File: config.mk
export PLATFORM = sky130hd
export DESIGN_NAME = fifo_sync_param_flat
export DESIGN_NICKNAME = d
export VERILOG_FILES = /design/src/rtl/fifo_pkg.sv /design/src/rtl/fifo_sync_param_if.sv /design/src/rtl/fifo_mem.sv /design/src/rtl/fifo_sync_param.sv /design/src/flat_wrapper.sv
export SDC_FILE = /design/constraint.sdc
export NUM_CORES = 1
export LEC_CHECK = 0
export CAP_MARGIN = 20
export CELL_PAD_IN_SITES_DETAIL_PLACEMENT = 0
export CELL_PAD_IN_SITES_GLOBAL_PLACEMENT = 2
export CORE_ASPECT_RATIO = 0.75
export CORE_MARGIN = 2
export CORE_UTILIZATION = 45
export CTS_CLUSTER_SIZE = 24
export DETAILED_ROUTE_END_ITERATION = 10
export HOLD_SLACK_MARGIN = 0.1
export PLACE_DENSITY_LB_ADDON = 0.1
export SETUP_SLACK_MARGIN = 0.15
export SYNTH_ARGS = -nofsm -noshare
export SYNTH_HDL_FRONTEND = slang
export SYNTH_SLANG_ARGS = --single-unit
File: constraint.sdc
create_clock -name clk -period 4.3 [get_ports clk]
set_input_delay 1.29 -clock clk [delete_from_list [all_inputs] [get_ports clk]]
set_output_delay 1.29 -clock clk [all_outputs]
set_load 0.03 [all_outputs]
File: src/rtl/fifo_pkg.sv
// Shared constants and helpers for the parameterised synchronous FIFO family.
package fifo_pkg;

    localparam int unsigned FIFO_DEF_WIDTH = 8;
    localparam int unsigned FIFO_DEF_DEPTH = 16;

    localparam int unsigned FIFO_MODE_REG  = 0;
    localparam int unsigned FIFO_MODE_FWFT = 1;

    // Ceiling log2; clog2(1) = 0.
    function automatic int unsigned clog2(input int unsigned value);
        int unsigned result;
        int unsigned v;
        result = 0;
        v      = (value > 0) ? value - 1 : 0;
        while (v > 0) begin
            result = result + 1;
            v      = v >> 1;
        end
        return result;
    endfunction

endpackage

File: src/rtl/fifo_sync_param_if.sv
// Producer/consumer-facing bundle of the synchronous FIFO.
interface fifo_sync_param_if import fifo_pkg::*; #(
    parameter int unsigned WIDTH = FIFO_DEF_WIDTH,
    parameter int unsigned DEPTH = FIFO_DEF_DEPTH
);
    localparam int unsigned CW = clog2(DEPTH) + 1;

    logic             write;
    logic             read;
    logic [WIDTH-1:0] data_in;
    logic [WIDTH-1:0] data_out;
    logic             full;
    logic             empty;
    logic             almost_full;
    logic             almost_empty;
    logic [CW-1:0]    count;
    logic             overflow;
    logic             underflow;

    modport master (
        output write, read, data_in,
        input  data_out, full, empty, almost_full, almost_empty, count, overflow, underflow
    );

    modport slave (
        input  write, read, data_in,
        output data_out, full, empty, almost_full, almost_empty, count, overflow, underflow
    );

endinterface

File: src/rtl/fifo_mem.sv
// FIFO storage: synchronous write port, asynchronous read port, no reset.
module fifo_mem import fifo_pkg::*; #(
    parameter int unsigned WIDTH = FIFO_DEF_WIDTH,
    parameter int unsigned DEPTH = FIFO_DEF_DEPTH,
    localparam int unsigned AW   = clog2(DEPTH)
) (
    input  logic             clk,
    input  logic             wr_en,
    input  logic [AW-1:0]    wr_addr,
    input  logic [WIDTH-1:0] wr_data,
    input  logic [AW-1:0]    rd_addr,
    output logic [WIDTH-1:0] rd_data_c
);

    logic [WIDTH-1:0] mem [DEPTH];

    always_ff @(posedge clk) begin
        if (wr_en) begin
            mem[wr_addr] <= wr_data;
        end
    end

    assign rd_data_c = mem[rd_addr];

endmodule

File: src/rtl/fifo_sync_param.sv
// Parameterised single-clock FIFO with occupancy count, threshold flags,
// overflow/underflow pulses and optional first-word-fall-through read.
module fifo_sync_param import fifo_pkg::*; #(
    parameter int unsigned WIDTH    = FIFO_DEF_WIDTH,
    parameter int unsigned DEPTH    = FIFO_DEF_DEPTH,
    parameter int unsigned AF_LEVEL = DEPTH - 1,
    parameter int unsigned AE_LEVEL = 1,
    parameter int unsigned FWFT     = FIFO_MODE_REG
) (
    input  logic             clk,
    input  logic             reset_n,
    fifo_sync_param_if.slave bus
);

    localparam int unsigned AW = clog2(DEPTH);
    localparam int unsigned CW = AW + 1;

    // Reject configurations whose thresholds can never be meaningful.
    if (WIDTH < 1 || DEPTH < 2) begin : g_bad_size
        $fatal(1, "fifo_sync_param: WIDTH must be >= 1 and DEPTH >= 2");
    end
    if (AF_LEVEL < 1 || AF_LEVEL > DEPTH) begin : g_bad_af
        $fatal(1, "fifo_sync_param: AF_LEVEL must be in 1..DEPTH");
    end
    if (AE_LEVEL > DEPTH - 1) begin : g_bad_ae
        $fatal(1, "fifo_sync_param: AE_LEVEL must be in 0..DEPTH-1");
    end

    logic [AW-1:0]    wr_ptr;
    logic [AW-1:0]    rd_ptr;
    logic [CW-1:0]    count_q;
    logic             overflow_q;
    logic             underflow_q;
    logic             empty_c;
    logic             full_c;
    logic             rd_acc_c;
    logic             wr_acc_c;
    logic [WIDTH-1:0] rd_data_c;

    // Pointers wrap explicitly so DEPTH need not be a power of two.
    function automatic logic [AW-1:0] ptr_inc(input logic [AW-1:0] p);
        return (p == AW'(DEPTH - 1)) ? '0 : p + AW'(1);
    endfunction

    assign empty_c  = (count_q == '0);
    assign full_c   = (count_q == CW'(DEPTH));
    assign rd_acc_c = bus.read & ~empty_c;
    assign wr_acc_c = bus.write & (~full_c | rd_acc_c);

    fifo_mem #(
        .WIDTH (WIDTH),
        .DEPTH (DEPTH)
    ) u_mem (
        .clk       (clk),
        .wr_en     (wr_acc_c),
        .wr_addr   (wr_ptr),
        .wr_data   (bus.data_in),
        .rd_addr   (rd_ptr),
        .rd_data_c (rd_data_c)
    );

    // Pointers, occupancy and error pulses.
    always_ff @(posedge clk or negedge reset_n) begin
        if (!reset_n) begin
            wr_ptr      <= '0;
            rd_ptr      <= '0;
            count_q     <= '0;
            overflow_q  <= 1'b0;
            underflow_q <= 1'b0;
        end else begin
            if (wr_acc_c) begin
                wr_ptr <= ptr_inc(wr_ptr);
            end
            if (rd_acc_c) begin
                rd_ptr <= ptr_inc(rd_ptr);
            end
            case ({wr_acc_c, rd_acc_c})
                2'b10:   count_q <= count_q + CW'(1);
                2'b01:   count_q <= count_q - CW'(1);
                default: count_q <= count_q;
            endcase
            overflow_q  <= bus.write & ~wr_acc_c;
            underflow_q <= bus.read & ~rd_acc_c;
        end
    end

    if (FWFT == FIFO_MODE_FWFT) begin : g_fwft
        assign bus.data_out = rd_data_c;
    end else begin : g_reg
        logic [WIDTH-1:0] data_q;

        // Output register loads only on an accepted pop.
        always_ff @(posedge clk or negedge reset_n) begin
            if (!reset_n) begin
                data_q <= '0;
            end else if (rd_acc_c) begin
                data_q <= rd_data_c;
            end
        end

        assign bus.data_out = data_q;
    end

    assign bus.full         = full_c;
    assign bus.empty        = empty_c;
    assign bus.almost_full  = (count_q >= CW'(AF_LEVEL));
    assign bus.almost_empty = (count_q <= CW'(AE_LEVEL));
    assign bus.count        = count_q;
    assign bus.overflow     = overflow_q;
    assign bus.underflow    = underflow_q;

endmodule

File: src/flat_wrapper.sv
// flat-port wrapper written by rule: the top's interface ports become plain ports
module fifo_sync_param_flat import fifo_pkg::*;
#(
    parameter int unsigned WIDTH    = FIFO_DEF_WIDTH,
    parameter int unsigned DEPTH    = FIFO_DEF_DEPTH,
    parameter int unsigned AF_LEVEL = DEPTH - 1,
    parameter int unsigned AE_LEVEL = 1,
    parameter int unsigned FWFT     = FIFO_MODE_REG
)
  (clk, reset_n, bus_write, bus_read, bus_data_in, bus_data_out, bus_full, bus_empty, bus_almost_full, bus_almost_empty, bus_count, bus_overflow, bus_underflow);
  fifo_sync_param_if #(.WIDTH(WIDTH), .DEPTH(DEPTH)) bus_i ();
  input  logic clk;
  input  logic reset_n;
  input wire logic [$bits(bus_i.write)-1:0] bus_write;
  input wire logic [$bits(bus_i.read)-1:0] bus_read;
  input wire logic [$bits(bus_i.data_in)-1:0] bus_data_in;
  output wire logic [$bits(bus_i.data_out)-1:0] bus_data_out;
  output wire logic [$bits(bus_i.full)-1:0] bus_full;
  output wire logic [$bits(bus_i.empty)-1:0] bus_empty;
  output wire logic [$bits(bus_i.almost_full)-1:0] bus_almost_full;
  output wire logic [$bits(bus_i.almost_empty)-1:0] bus_almost_empty;
  output wire logic [$bits(bus_i.count)-1:0] bus_count;
  output wire logic [$bits(bus_i.overflow)-1:0] bus_overflow;
  output wire logic [$bits(bus_i.underflow)-1:0] bus_underflow;
  assign bus_i.write = bus_write;
  assign bus_i.read = bus_read;
  assign bus_i.data_in = bus_data_in;
  assign bus_data_out = bus_i.data_out;
  assign bus_full = bus_i.full;
  assign bus_empty = bus_i.empty;
  assign bus_almost_full = bus_i.almost_full;
  assign bus_almost_empty = bus_i.almost_empty;
  assign bus_count = bus_i.count;
  assign bus_overflow = bus_i.overflow;
  assign bus_underflow = bus_i.underflow;
  fifo_sync_param #(.WIDTH(WIDTH), .DEPTH(DEPTH), .AF_LEVEL(AF_LEVEL), .AE_LEVEL(AE_LEVEL), .FWFT(FWFT)) u_core (.clk(clk), .reset_n(reset_n), .bus(bus_i));
endmodule
==> results of run 1 <==
worst reg2reg max path, cell delays in order, from the launching register on:
cell and delay, ps:
dfrtp_1 460, inv_1 130, ha_1 250, nand4bb_1 200, o21a_1 290, nand2_1 260
nor2_1 600
state kept, by name, indices dropped and copies added (netlist names):
signal / cells
u_core.wr_ptr: 4
u_core.bus.data_out: 8
u_core.bus.underflow: 1
u_core.bus.count: 5
u_core.rd_ptr: 4
u_core.bus.overflow: 1
u_core.u_mem.mem: 128
Yosys cell counts, types with 7 or more instances:
library cell and n:
edfxtp_1 128, mux4_2 32, nor2_1 25, dfrtp_1 23, nand2_1 13, ha_1 10, inv_1 10, mux2i_1 9
nor3_1 8, a221oi_2 7, buf_2 7, o22ai_1 7
power breakdown:
| part | leakage [uW] | switching [uW] | internal (uW) |
|---|---|---|---|
| logic | 0.000756 | 745 | 670 |
| clock network | 0.000271 | 600 | 858 |
| registers | 0.00143 | 279 | 1790 |
| total | 0.00246 | 1620 | 3320 |
cells by family (layout without fill, tap and decap cells):
logic type                 after synthesis  count (layout)
AOI/OAI and AO/OA                       33              33
and+or+nand+nor                         69              69
DFF                                    151             151
xor gates and xnor gates                 5               5
adders and majority gates               10              10
buffers and inverters                   29              80
muxes                                   41              41
final timing paths:
path / cells past startpoint / to / slack [ps]
worst max-delay path: 5 / bus_empty / 430
max in group asynchronous: 2 / u_core.rd_ptr[0] / 2800
worst max register to register: 6 / u_core.u_mem.mem[7][7] / 1740
worst min register to register: 1 / u_core.bus.data_out[4] / 570
worst min-delay path: 1 / u_core.bus.data_out[4] / 570
min in group asynchronous: 2 / u_core.bus.underflow / 1230
area by class of cell:
cell class,instances,share of cell area [%]
clock buffer,18,5.93
sequential,151,61.1
multi-input combinational,158,22.3
tap,175,3.03
inverter,10,0.519
clock inverter,14,2.04
timing repair buffer,38,5.15
metrics by stage:
step / cell area, sq um / utilization (%)
after CTS: 7240 / 53.4
after global routing: 7240 / 53.4
after floorplan: 6170 / -
after detailed placement: 6660 / 49.1
final: 7240 / 53.4
after global placement: 6660 / 49.1
metal layers:
layer	track usage (%)	part of all wire (%)	up-vias
li1	-	-	1422
met4	4.76	0.90	0
met5	0	0	-
met2	27.7	43	94
met1	31.2	49	1650
met3	6.68	6.5	8
cell usage in the layout, fill, tap and decap left out, drive strengths merged, types with 3 or more instances in the layout:
cell	n
o21ai	7
nand2	13
nor2	25
mux2i	9
o22ai	7
clkdlybuf4s50	30
and3	3
clkinv	4
ha	10
inv	14
nand3	6
buf	8
nor3	8
a221oi	7
edfxtp	128
nand2b	4
clkinvlp	4
mux4	32
nand4b	3
clkbuf	18
dfrtp	23
xnor2	4
==> results.yml, run 1 <==
detailed_routing:
  post_drt_via_cell_ratio: 5.63
  vias: 3174
  routedWlPerCell_um: 24.4
  drtIter0Drc: 343
  drc: 0
  ant_nets: 0
  drt_wl_total_um: 13800
  dr.pass1.iters: 4
floorplan:
  fp-row-count: 37
  die_w_um: 139
  core-area_sq_um: 13600
  die_h_um: 105
  num_io_pins: 31
  start_util_pct: 45.5
  dieArea_sq_um: 14700
timing:
  slew_headroom_pct: 33.7
  whs_ps: 567
  fmax_ghz: 0.259
  fin_tns_setup_ps: 0
  worst_slack_ps: 434
  final-hold-violation-count: 0
  worst_slew_pin_slew_ps: 994
  fin_worst_skew_ps: 11.9
  grt_setup_unrepaired: "no"
  setup_viol_count_final: 0
  layout_min_cycle_time_ps: 3870
  slew_viol_final: 0
  fin_crit_sh_pct: 89.9
clock_tree:
  path_clk_slew_ps: 70
  cts_root_buf: "clkbuf_16"
  clockBufferDepth: 2
  cts_hold_buf: 0
  cts_buffers: 17
  htreeDepth: 4
  clk_latency_ps: 420
  cts.sinks: 151
  ctsResizeCount: 0
  post-cts-setup-buffers: 0
  cts_tree: "yes"
synthesis:
  synthSimpleGateAreaFrac_pct: 5.49
  synth_cell_type_count: 38
  synth_top_family_by_area: "multiplexers"
  synth_fa_ha_area_share_pct: 2.03
  synth_edf_count: 128
  synthMuxAreaShare_pct: 13.1
  synth_fp_nets: 360
  synth_xor_area_share_pct: 0.710
  synth-seq-cells: 151
  synthCells: 338
  syn_area_per_cell_sq_um: 18.3
  async_flop_share_pct: 15.2
  synth-main-ff-cell: "edfxtp_1"
  netlist_area_sq_um: 6170
  synth_area_leaders: "edfxtp_1, mux4_2, dfrtp_1, ha_1, a221oi_2"
  synth_compound_area_share_pct: 4.74
  synth_top_area_cell: "edfxtp_1"
  ys_seq_area_share_pct: 71.6
  yosysWarningCount: 0
  post-synth-top-area-fraction_pct: 62.3
min_path:
  hp-class: "reg2reg"
  hp-start: "u_core.bus.data_out[4]"
finish:
  drive_above_1_share_pct: 21.3
  multiInputGateArea_sq_um: 1610
  layout.cells.non_filler: 564
  diodes: 0
  ff_latch_area_sq_um: 4420
  final_nets: 398
  synthToLayoutAreaGrowth_pct: 17.3
  fillers: 1084
power_and_ir_drop:
  total_power_uw: 4940
  power_density_nw_per_um2: 683
  power.leakage_uw: 0.00246
  ir_drop_mv: 0.353
worst_setup_path:
  critPathMaxStageDelay_ps: 660
  worst_ep_required_time_ps: 3010
  reg2reg_from: "u_core.bus.count[0]"
  crit_type: "reg2out"
  end_kind: "output port"
  crit_buf_inv: 3
  crit_chain: "inv_1 -> ha_1 -> or4b_1 -> inv_1 -> clkdlybuf4s50_1"
  cpMaxStageDelayCell: "clkdlybuf4s50_1"
  critPathTopFamily: "buffers and inverters"
  cpMostUsedCell: "inv_1"
  crit_start: "u_core.bus.count[0]"
  path_max_fanout: 7
  cp_data_arrival_time_ps: 2580
  start_kind: "flip-flop"
placement:
  port_buffers: 30
  dp.cells: 532
  pre_cts_ws_ps: 850
  place.gp.congestion: 0.776
  place_hpwl_um: 9080
global_routing:
  grt_pass1_vias: 3280
  antenna_found_initial: 0
  grt_usage_pct: 20.2
  grt_max_degree: 31
  overflow: 0
  grt_pass1_wl_um: 21100
status:
  status: "completed"
run:
  cap_violations: 0
(Power assumes the default switching activity.)
==> inputs of run 2 (changes only) <==
==> constraint.sdc (replaced) <==
create_clock -name clk -period 4.5 [get_ports clk]
set_input_delay 1.35 -clock clk [delete_from_list [all_inputs] [get_ports clk]]
set_output_delay 1.35 -clock clk [all_outputs]
set_load 0.03 [all_outputs]
==> results.yml, run 2 (same netlist as run 1, synthesis figures left out) <==
placement:
  place_hpwl_um: 9040
  pre_cts_ws_ps: 886
  place.gp.congestion: 0.776
  port_buffers: 30
clock_tree:
  cts_buffers: 17
  post-cts-setup-buffers: 0
  clockBufferDepth: 2
  cts_hold_buf: 0
  htreeDepth: 4
  path_clk_slew_ps: 60
  cts.sinks: 151
  clk_latency_ps: 420
  ctsResizeCount: 0
  cts_tree: "yes"
  cts_root_buf: "clkbuf_16"
power_and_ir_drop:
  ir_drop_mv: 0.391
  clockPowerShare_pct: 29.7
  swShare_pct: 33.7
  power.leakage_uw: 0.00246
  total_power_uw: 4710
  netSwitchingPower_uw: 1580
  seqPwrFrac_pct: 41.6
  p_comb_share_pct: 28.7
  intPower_uw: 3120
  power_density_nw_per_um2: 652
finish:
  drive_above_1_share_pct: 21.6
  synthToLayoutAreaGrowth_pct: 17.1
  diodes: 0
  final_common_cell: "edfxtp_1"
  largest_reg_flops: 128
  final_nets: 397
  final_cell_mix: "edfxtp_1, mux4_2, clkdlybuf4s50_1, nor2_1, dfrtp_1"
  fillers: 1096
  regMostFlops: "u_core.u_mem.mem"
floorplan:
  dieArea_sq_um: 14700
  start_util_pct: 45.5
  core-area_sq_um: 13600
  fp-row-count: 37
  num_io_pins: 31
  die_w_um: 139
  die_h_um: 105
global_routing:
  grt_pass1_wl_um: 21300
  grt_pass1_vias: 3279
  overflow: 0
  gr-usage-met3_pct: 6.54
  grt.busiest_layer: "met1"
  grt_max_degree: 29
  grt_use_met1_pct: 30.8
  met2_usage_pct: 28.4
  antenna_found_initial: 0
  grt_usage_pct: 20.3
worst_setup_path:
  r2r_end: "u_core.u_mem.mem[11][5]"
  worst_ep_required_time_ps: 3150
  r2r_cells: 6
  cp_data_arrival_time_ps: 2550
  crit_type: "reg2out"
  critPathMaxStageDelay_ps: 660
  start_kind: "flip-flop"
  reg2reg_from: "u_core.bus.count[0]"
  path_max_fanout: 7
  r2r_setup_slack_ps: 1950
  end_kind: "output port"
  cpMostUsedCell: "inv_1"
  crit_chain: "inv_1 -> ha_1 -> or4b_1 -> inv_1 -> clkdlybuf4s50_1"
  cpMaxStageDelayCell: "clkdlybuf4s50_1"
timing:
  grt_setup_unrepaired: "no"
  fin_crit_sh_pct: 86.7
  fin_tns_setup_ps: 0
  slew_headroom_pct: 38.3
  fmax_ghz: 0.256
  final-hold-violation-count: 0
  worst_slew_pin_slew_ps: 926
  slew_viol_final: 0
  layout_min_cycle_time_ps: 3900
  fin_worst_skew_ps: 9.18
  worst_slack_ps: 599
  setup_viol_count_final: 0
run:
  cap_violations: 0
status:
  status: "completed"
detailed_routing:
  dr.pass1.iters: 5
  routedWlPerCell_um: 24.4
  ant_nets: 0
  drc: 0
  vias: 3244
  post_drt_via_cell_ratio: 5.76
  drtIter0Drc: 250
  drt_wl_total_um: 13800
min_path:
  hold_path_end: "u_core.bus.data_out[4]"
  whs_path_depth: 1
  hp-start: "u_core.bus.data_out[4]"
  hp-class: "reg2reg"
run 2: stage by stage:
| step | instance area, sq um | cells | hold slack [ps] | util [%] |
|---|---|---|---|---|
| final | 7220 | 563 | 562 | 53.3 |
| after global routing | 7220 | 563 | 589 | 53.3 |
| after CTS | 7220 | 563 | 560 | 53.3 |
| after detailed placement | 6640 | 531 | 545 | 49.0 |
| after global placement | 6640 | 531 | 532 | 49.0 |
| after floorplan | 6170 | 338 | 543 | - |
run 2: worst max-delay path by stage:
stage	end	from	slack (ps)	cells past startpoint
floorplan	u_core.u_mem.mem[3][0]	bus_read	1500	4
finish	bus_empty	u_core.bus.count[0]	600	5
CTS	bus_empty	u_core.bus.count[0]	580	5
global placement	u_core.u_mem.mem[11][7]	bus_read	960	4
global route	bus_empty	u_core.bus.count[0]	470	5
detailed placement	u_core.u_mem.mem[11][7]	bus_read	890	4
run 2: worst max-delay path: cells and delay by family, from the launching register on:
| family | cells | cell delay, ps |
|---|---|---|
| simple gates | 1 | 580 |
| buf+inv | 3 | 910 |
| flops | 1 | 450 |
| fa+ha+maj | 1 | 200 |
run 2: per-layer routing:
metal / vias to the layer above / wire, um
met5: - / 0
met4: 0 / 144
met3: 12 / 909
met2: 109 / 5980
met1: 1705 / 6720
li1: 1418 / -
run 2: power groups by stage:
stage                     Sequential, uW  Combinational (uW)  Clock, uW
after detailed placement            1990                1360          0
final                               1960                1350       1400
after global placement              1990                1360          0
after global routing                2000                1450       1480
after floorplan                     1930                 932          0
after CTS                           1970                1360       1430
run 2: layout make-up:
cell class / count / area (sq um) / share of cell area (%)
well taps: 175 / 219 / 3.03
multi-input cells: 158 / 1610 / 22.3
clock inverters: 15 / 156 / 2.17
repair buffers: 37 / 353 / 4.88
flip-flops and latches: 151 / 4420 / 61.2
clock buffers: 17 / 425 / 5.89
inverters: 10 / 37.5 / 0.520
